## src/rtl/axi_axis_rd_sched.sv

```systemverilog
// AXI4 read-master scheduler: splits a beat-count transfer into INCR bursts and streams R beats to AXIS. Optional macro: AXI_AXIS_RD_SCHED_ERR_EN.
// Latency: zero-latency R->AXIS pass-through; backpressure: m_axis_tready drives m_axi_rready directly, no buffering.
module axi_axis_rd_sched #(
  parameter int G_AXI_DATAWIDTH = 32,
  parameter int G_ADDR_WIDTH    = 10,
  parameter int G_ID_WIDTH      = 4,
  parameter int G_ARID          = 0,
  parameter int G_MAX_BURST     = 16,
  parameter int G_LEN_WIDTH     = 16
) (
  input  logic                       s_aclk,
  input  logic                       s_aresetn,
  input  logic                       start,
  input  logic [G_ADDR_WIDTH-1:0]    base_addr,
  input  logic [G_LEN_WIDTH-1:0]     num_beats,
  output logic                       busy,
  output logic                       done,
  output logic                       err,
  output logic [G_ID_WIDTH-1:0]      m_axi_arid,
  output logic [G_ADDR_WIDTH-1:0]    m_axi_araddr,
  output logic [7:0]                 m_axi_arlen,
  output logic [2:0]                 m_axi_arsize,
  output logic [1:0]                 m_axi_arburst,
  output logic                       m_axi_arvalid,
  input  logic                       m_axi_arready,
  input  logic [G_ID_WIDTH-1:0]      m_axi_rid,
  input  logic [G_AXI_DATAWIDTH-1:0] m_axi_rdata,
  input  logic [1:0]                 m_axi_rresp,
  input  logic                       m_axi_rlast,
  input  logic                       m_axi_rvalid,
  output logic                       m_axi_rready,
  output logic [G_AXI_DATAWIDTH-1:0] m_axis_tdata,
  output logic                       m_axis_tvalid,
  output logic                       m_axis_tlast,
  input  logic                       m_axis_tready
);

  localparam int BYTES = G_AXI_DATAWIDTH / 8;
  localparam logic [G_ADDR_WIDTH-1:0] ADDR_INC = G_ADDR_WIDTH'(BYTES);

  typedef enum logic [1:0] {IDLE, ADDR, DATA, DONE} state_t;

  state_t                  state, state_nxt;
  logic [G_ADDR_WIDTH-1:0] addr, addr_nxt;
  logic [G_LEN_WIDTH-1:0]  remaining, rem_nxt;
  logic [8:0]              bcnt, bcnt_nxt;
  logic [7:0]              arlen_q, len_nxt;
  logic                    beat;

  assign beat = (state == DATA) && m_axi_rvalid && m_axis_tready;

  always_ff @(posedge s_aclk or negedge s_aresetn) begin
    if (!s_aresetn) begin
      state     <= IDLE;
      addr      <= '0;
      remaining <= '0;
      bcnt      <= '0;
      arlen_q   <= '0;
    end else begin
      state     <= state_nxt;
      addr      <= addr_nxt;
      remaining <= rem_nxt;
      bcnt      <= bcnt_nxt;
      // burst length is frozen on entry so AR stays stable until accepted
      if (state_nxt == ADDR && state != ADDR)
        arlen_q <= len_nxt;
    end
  end

  always_comb begin
    state_nxt = state;
    addr_nxt  = addr;
    rem_nxt   = remaining;
    bcnt_nxt  = bcnt;
    case (state)
      IDLE: begin
        if (start) begin
          addr_nxt  = base_addr;
          rem_nxt   = num_beats;
          state_nxt = (num_beats == '0) ? DONE : ADDR;
        end
      end
      ADDR: begin
        if (m_axi_arready) begin
          bcnt_nxt  = 9'(arlen_q) + 9'd1;
          state_nxt = DATA;
        end
      end
      DATA: begin
        if (beat) begin
          rem_nxt  = remaining - 1'b1;
          addr_nxt = addr + ADDR_INC;
          bcnt_nxt = bcnt - 9'd1;
          // burst boundary comes from our own count, rlast is not trusted
          if (bcnt == 9'd1)
            state_nxt = (remaining == {{(G_LEN_WIDTH-1){1'b0}}, 1'b1}) ? DONE : ADDR;
        end
      end
      DONE: state_nxt = IDLE;
      default: state_nxt = IDLE;
    endcase
  end

  always_comb begin
    len_nxt = 8'(G_MAX_BURST - 1);
    if (32'(rem_nxt) < G_MAX_BURST)
      len_nxt = 8'(rem_nxt - 1'b1);
  end

  assign busy          = (state != IDLE);
  assign done          = (state == DONE);
  assign m_axi_arid    = G_ID_WIDTH'(G_ARID);
  assign m_axi_araddr  = addr;
  assign m_axi_arlen   = arlen_q;
  assign m_axi_arsize  = 3'($clog2(BYTES));
  assign m_axi_arburst = 2'b01;
  assign m_axi_arvalid = (state == ADDR);
  assign m_axi_rready  = (state == DATA) && m_axis_tready;
  assign m_axis_tvalid = (state == DATA) && m_axi_rvalid;
  assign m_axis_tdata  = m_axi_rdata;
  assign m_axis_tlast  = (state == DATA) && (remaining == {{(G_LEN_WIDTH-1){1'b0}}, 1'b1});

`ifdef AXI_AXIS_RD_SCHED_ERR_EN
  logic err_q;
  always_ff @(posedge s_aclk or negedge s_aresetn) begin
    if (!s_aresetn)
      err_q <= 1'b0;
    else if (state == IDLE && start)
      err_q <= 1'b0;
    else if (beat && (m_axi_rresp != 2'b00 || m_axi_rlast != (bcnt == 9'd1)))
      err_q <= 1'b1;
  end
  assign err = err_q;
  logic unused_rid;
  assign unused_rid = ^m_axi_rid;
`else
  assign err = 1'b0;
  logic unused_in;
  assign unused_in = ^{m_axi_rid, m_axi_rresp, m_axi_rlast};
`endif

endmodule

```

## config.mk

```make
export PLATFORM = sky130hd
export DESIGN_NAME = axi_axis_rd_sched
export DESIGN_NICKNAME = d
export VERILOG_FILES = /design/src/rtl/axi_axis_rd_sched.sv
export SDC_FILE = /design/constraint.sdc
export NUM_CORES = 1
export LEC_CHECK = 0
export ABC_AREA = 1
export CAP_MARGIN = 40
export CORE_ASPECT_RATIO = 1.25
export CORE_MARGIN = 4
export CORE_UTILIZATION = 64
export CTS_CLUSTER_DIAMETER = 200
export DETAILED_ROUTE_END_ITERATION = 8
export DONT_BUFFER_PORTS = 1
export PLACE_DENSITY_LB_ADDON = 0.15
export RECOVER_POWER = 50
export SLEW_MARGIN = 20
export SYNTH_ARGS = -nofsm -noshare
export SYNTH_HDL_FRONTEND = slang
export SYNTH_SLANG_ARGS = --single-unit
```

## constraint.sdc

```tcl
create_clock -name s_aclk -period 2.67 [get_ports s_aclk]
set_input_delay 0.1335 -clock s_aclk [delete_from_list [all_inputs] [get_ports s_aclk]]
set_output_delay 0.1335 -clock s_aclk [all_outputs]
set_load 0.02 [all_outputs]
```

After elaboration in Yosys (flattened, before gate mapping)
Cells that the tools add are included.
{ "classes": {"add_sub_neg": 5, "n_lt_le_gt_ge": 1, "n_eq_ne": 10, "muxes": 17, "reduce_logical": 12} }
{ "op_table": {"columns": ["op", "count"], "rows": [
  ["two-way mux 16 bit", 2],
  ["one-hot mux 16 bit (2 select lines)", 1],
  ["two-way mux 10 bit", 2],
  ["one-hot mux 10 bit (2 select lines)", 1],
  ["two-way mux 9 bit", 2],
  ["one-hot mux 9 bit (2 select lines)", 1],
  ["== test 16 x 1 -> 1 bit (second input constant)", 1],
  ["zero test 16 bit", 1],
  ["< comparator 16 x 5 -> 1 bit (second input constant)", 1],
  ["subtractor 16 x 1 -> 16 bit (second input constant)", 1],
  ["two-way mux 2 bit", 6],
  ["adder 10 x 3 -> 10 bit (second input constant)", 1],
  ["adder 8 x 1 -> 9 bit (second input constant)", 1],
  ["== test 9 x 1 -> 1 bit (second input constant)", 1],
  ["subtractor 9 x 1 -> 9 bit (second input constant)", 1],
  ["two-way mux 8 bit", 1],
  ["one-hot mux 2 bit (4 select lines)", 1],
  ["subtractor 8 x 1 -> 8 bit (second input constant)", 1],
  ["AND reduction 3 bit", 2],
  ["nonzero test 2 bit", 3],
  ["logical AND 1 bit", 5],
  ["== test 2 x 1 -> 1 bit (second input constant)", 2],
  ["== test 2 bit (second input constant)", 2],
  ["inequality test 2 x 1 -> 1 bit (second input constant)", 2],
  ["2 further kinds", 3]
]} }
{ "word_totals": {"reg_bits": 45, "in_bits": 71, "word_cells": 50} }

Logic depth before layout (Yosys ltp)
{ "logic_depth": {"depth_word": 7, "ltp_mapped": 15, "depth_no_buf": 15} }

Least setup slack after synthesis
Ideal clock, no wire load.
{ "synth_path": {"path_type": "reg2reg", "from": "register state[0]", "to": "register arlen_q[6] (netlist: m_axi_arlen[6])", "setup_ps": 117, "t_arrival_ps": 1774, "slack_ps": 779, "stages_incl_launch_ff": 15, "path_cell_list": "dfrtp_1 inv_2 nand4_2 buf_6 nand2_2 o211ai_1 inv_1 ha_1 nand2_1 nor2_1 nand2_1 nand2_1 nand2_1 nand3_1 nand2_1"} }
{ "synth_between": {"elab_chain_cells": 7, "elab_cells_between_ends": 19, "cone_classes": "1 x add/sub; 1 x order compare; 5 x eq/ne; 8 x mux; 4 x reduce/logical"} }
{ "synth_rtl": {"columns": ["element", "line", "source"], "rows": [
  ["start: declaration", "43", "state_t state, state_nxt;"],
  ["start signal: assignment", "60", "state <= state_nxt;"],
  ["== test 2 bit", "50, 75", null],
  ["logical AND 1 bit (2 in a row)", "50", "assign beat = (state == DATA) && m_axi_rvalid && m_axis_tready;"],
  ["two-way mux 16 bit", "90", "if (beat) begin"],
  ["one-hot mux 16 bit (2 select lines) (*)", "75", "case (state)"],
  ["net rem_nxt[0]", "45", "logic [G_LEN_WIDTH-1:0] remaining, rem_nxt;"],
  ["< comparator 16 x 5 -> 1 bit or subtractor 8 x 1 -> 8 bit (tied branches)", "106, 107", null],
  ["two-way mux 8 bit (*)", "106", "if (32'(rem_nxt) < G_MAX_BURST)"],
  ["end signal: assignment", "66", "arlen_q <= len_nxt;"],
  ["end: declaration", "47", "logic [7:0] arlen_q, len_nxt;"]
]} }
The timed path passes the listed nets; every way through them passes the cells marked *.
A chain may end at the register's enable or synchronous reset.

Worst setup path in the final report
{ "layout_path": {"from": "register state[1]", "to": "register arlen_q[6] (netlist: m_axi_arlen[6])"} }
The elaborated chain is that of the path after synthesis.

==> impl_metrics.yaml <==
yosys:
  synth.top_cells.by_area: "sky130_fd_sc_hd__dfrtp_1 33%, sky130_fd_sc_hd__nand2_1 14%, sky130_fd_sc_hd__buf_4 9.2%"
  ys_types: 37
  yosys_warnings: 0
  synth.avg_cell_area_um2: 6.72
  synth_most_common_cell: "sky130_fd_sc_hd__nand2_1"
  synth_area_leader_cell: "sky130_fd_sc_hd__dfrtp_1"
  ys.flop_type: "sky130_fd_sc_hd__dfrtp_1"
  synthesis.instances: 512
  synthDominantCellAreaShare_pct: 32.7
  sequential_element_share_of_the_synthesized_area_pct: 32.7
  synth_enable_flop_cells: 0
  synth_area_um2: 3440
  ys_async_sr_fraction_pct: 100
  postSynthRegisterBits: 45
  post_synth_most_frequent_cells: "130 x sky130_fd_sc_hd__nand2_1, 65 x sky130_fd_sc_hd__inv_1, 62 x sky130_fd_sc_hd__nor2_1"
critical_path:
  path_common_cell: "sky130_fd_sc_hd__nand2_1"
  logic_depth_of_the_worst_register_to_register_path: 14
  setup.worst_path.class: "register to register"
  timing.critical_path.required_ns: 2.91
  cp_num_buf_inv: 3
  data_arrival_time_of_the_critical_path_ns: 2.55
  critPathTopFamily: "simple AND/OR/NAND/NOR gates"
  path_cells: "inv_2 -> nand3_2 -> inv_2 -> nand2_1 -> o211ai_1 -> inv_1 -> ha_1 -> nand2_1 -> nor2_1 -> nand2_1 -> nand2_1 -> nand2_1 -> nand3_1 -> nand2_1"
  startpoint_type_of_the_worst_setup_path: "register"
  worst_path_max_delay_cell: "sky130_fd_sc_hd__dfrtp_1"
  cpPeakStageDelay_ns: 0.49
  crit_fanout: 16
  cp.depth: 14
  timing.critical_path.to_type: "register"
detailed_routing:
  vias: 3087
  detail_route.drc_violations: 0
  drt-total-wl_um: 7910
  detail-route-antenna-nets: 0
  routed_length_per_instance_um: 14.3
  drt-pass1-iter-count: 4
  avgViaCountPerCell: 5.56
  first_iter_violations: 208
clocking:
  tritoncts.num_buffers: 5
  clockBufferDepth: 2
  clock_slew_seen_by_the_registers_of_the_worst_setup_and_hold_paths_ns: 0.09
  clock_insertion_delay_worst_skew_ns: 0.29
  cts_tree: "built"
  cts-root-buf: "sky130_fd_sc_hd__clkbuf_8"
  htree_num_levels: 2
  numClockSinks: 45
die:
  overall_die_area_um2: 6620
  start_util_pct: 66.8
  die_x_um: 73.6
  fp_rows: 29
  io_pins: 137
  die-height_um: 90.0
  design.core.area_um2: 5150
place:
  buffer_ports.inserted: 0
  place_hpwl_um: 6070
  weighted_congestion_at_the_end_of_routability_driven_global_placement: 0.880
sta:
  setup-violations-final: 0
  fin_setup_tns_ns: 0
  rsz_0062_raised_after_global_routing: "no"
  final-hold-violation-count: 0
  worst_slew_margin_rel_pct: 24.0
  finalHoldWorstSlack_ns: 0.00605
  worst_slew_pin_slew_ns: 1.14
  timing.final.max_slew_violations: 0
  skew_ns: 0.00421
  achievable-frequency_ghz: 0.433
  finalWorstPathRequiredPeriod_ns: 2.31
  post-route-period-util_pct: 86.6
min_path:
  holdCritPathClass: "input pin to register"
  hold-path-cell-count: 2
global_route:
  antenna_found_initial: 0
  grt_pass1_wl_um: 13200
  grt_start_max_net_pins: 46
  grt.overflow.total: 0
  first_global_vias: 2895
  grt_use_total_pct: 24.4
cells_and_area:
  share_of_the_core_filled_with_cells_in_the_final_layout_pct: 66.6
  num_antenna_cells: 0
  drive_above_1_share_pct: 7.51
  nets: 570
  area_overhead_vs_synth_pct: -0.363
pwr:
  leakage_power_nw: 1.73
  power_per_cell_area_nw_per_um2: 1080
  vdd_ir_drop_max_mv: 0.500
  power.total_mw: 3.70
status:
  run_status: "completed"
job:
  cap_viol_max_count: 0
-- cells in the final DEF, fill, tap and decap left out, types with 7 or more instances in the layout --
cell / instances
sky130_fd_sc_hd__nand2_1: 130
sky130_fd_sc_hd__conb_1: 10
sky130_fd_sc_hd__dlygate4sd3_1: 9
sky130_fd_sc_hd__nor2_1: 61
sky130_fd_sc_hd__a31oi_1: 7
sky130_fd_sc_hd__o21ai_0: 22
sky130_fd_sc_hd__inv_1: 65
sky130_fd_sc_hd__a21oi_1: 8
sky130_fd_sc_hd__nand3_1: 45
sky130_fd_sc_hd__xor2_1: 7
sky130_fd_sc_hd__ha_1: 7
sky130_fd_sc_hd__dfrtp_1: 45
sky130_fd_sc_hd__nor2_2: 8
-- layer usage --
layer  vias up  track usage [%]  share of wire (%)
li1       1542                -                  -
met1      1418             32.5                 41
met2       117             38.6                 48
met3        10             6.58                9.4
met4         0             6.80                1.3
met5         -                0                  0
-- cells by family after synthesis --
group / Yosys count / share of synthesized area, %
AND/OR/NAND/NOR: 266 / 33.0
buffers and inverters: 120 / 18.1
XOR/XNOR: 11 / 2.80
adder cells (fa/ha/maj): 7 / 2.54
AO/OA/AOI/OAI: 61 / 10.7
flip-flops: 45 / 32.7
other: 2 / 0.218
-- layout make-up --
cell class,instances,area [um2]
timing repair buffer,16,140
sequential,45,1130
clock inverter,3,17.5
multi-input combinational,355,1740
tap,62,77.6
clock buffer,5,68.8
inverter,69,259
fill,459,1720
-- power by group --
| group | total [mW] | internal [mW] | switching [mW] |
|---|---|---|---|
| Clock | 0.417 | 0.181 | 0.236 |
| Combinational | 1.95 | 0.651 | 1.29 |
| Sequential | 1.34 | 0.950 | 0.385 |
| Total | 3.70 | 1.78 | 1.92 |
-- flip-flops by register name, indices dropped and copies added (netlist names) --
name	flops
bcnt	9
m_axi_araddr	10
m_axi_arlen	8
remaining	16
state	2
-- stage by stage --
step                std cells  setup WS, ns  area [um2]
floorplan                 520         0.779        3470
finish                    555         0.358        3430
detailed placement        537         0.306        3230
global placement          537         0.354        3230
global route              555         0.102        3430
CTS                       555         0.282        3440
-- worst paths after layout --
check | from | endpoint | slack [ns]
worst min register to register | remaining[11] | remaining[11] | 0.57
worst max register to register | state[1] | m_axi_arlen[6] | 0.36
worst min-delay path | num_beats[13] | remaining[13] | 0.006
worst max-delay path | state[1] | m_axi_arlen[6] | 0.36
max in group asynchronous | s_aresetn | remaining[11] | 1.35
min in group asynchronous | s_aresetn | m_axi_araddr[4] | 0.62
-- what timing repair did --
| item | in CTS | in global routing |
|---|---|---|
| buffers inserted | 0 | 0 |
| hold endpoints to repair | 53 | 0 |
| gates resized for setup | 0 | 2 |
| endpoints found under the setup margin | 0 | 5 |
| hold buffers | 10 | 0 |
No activity file was read; power rests on OpenSTA's default activity.
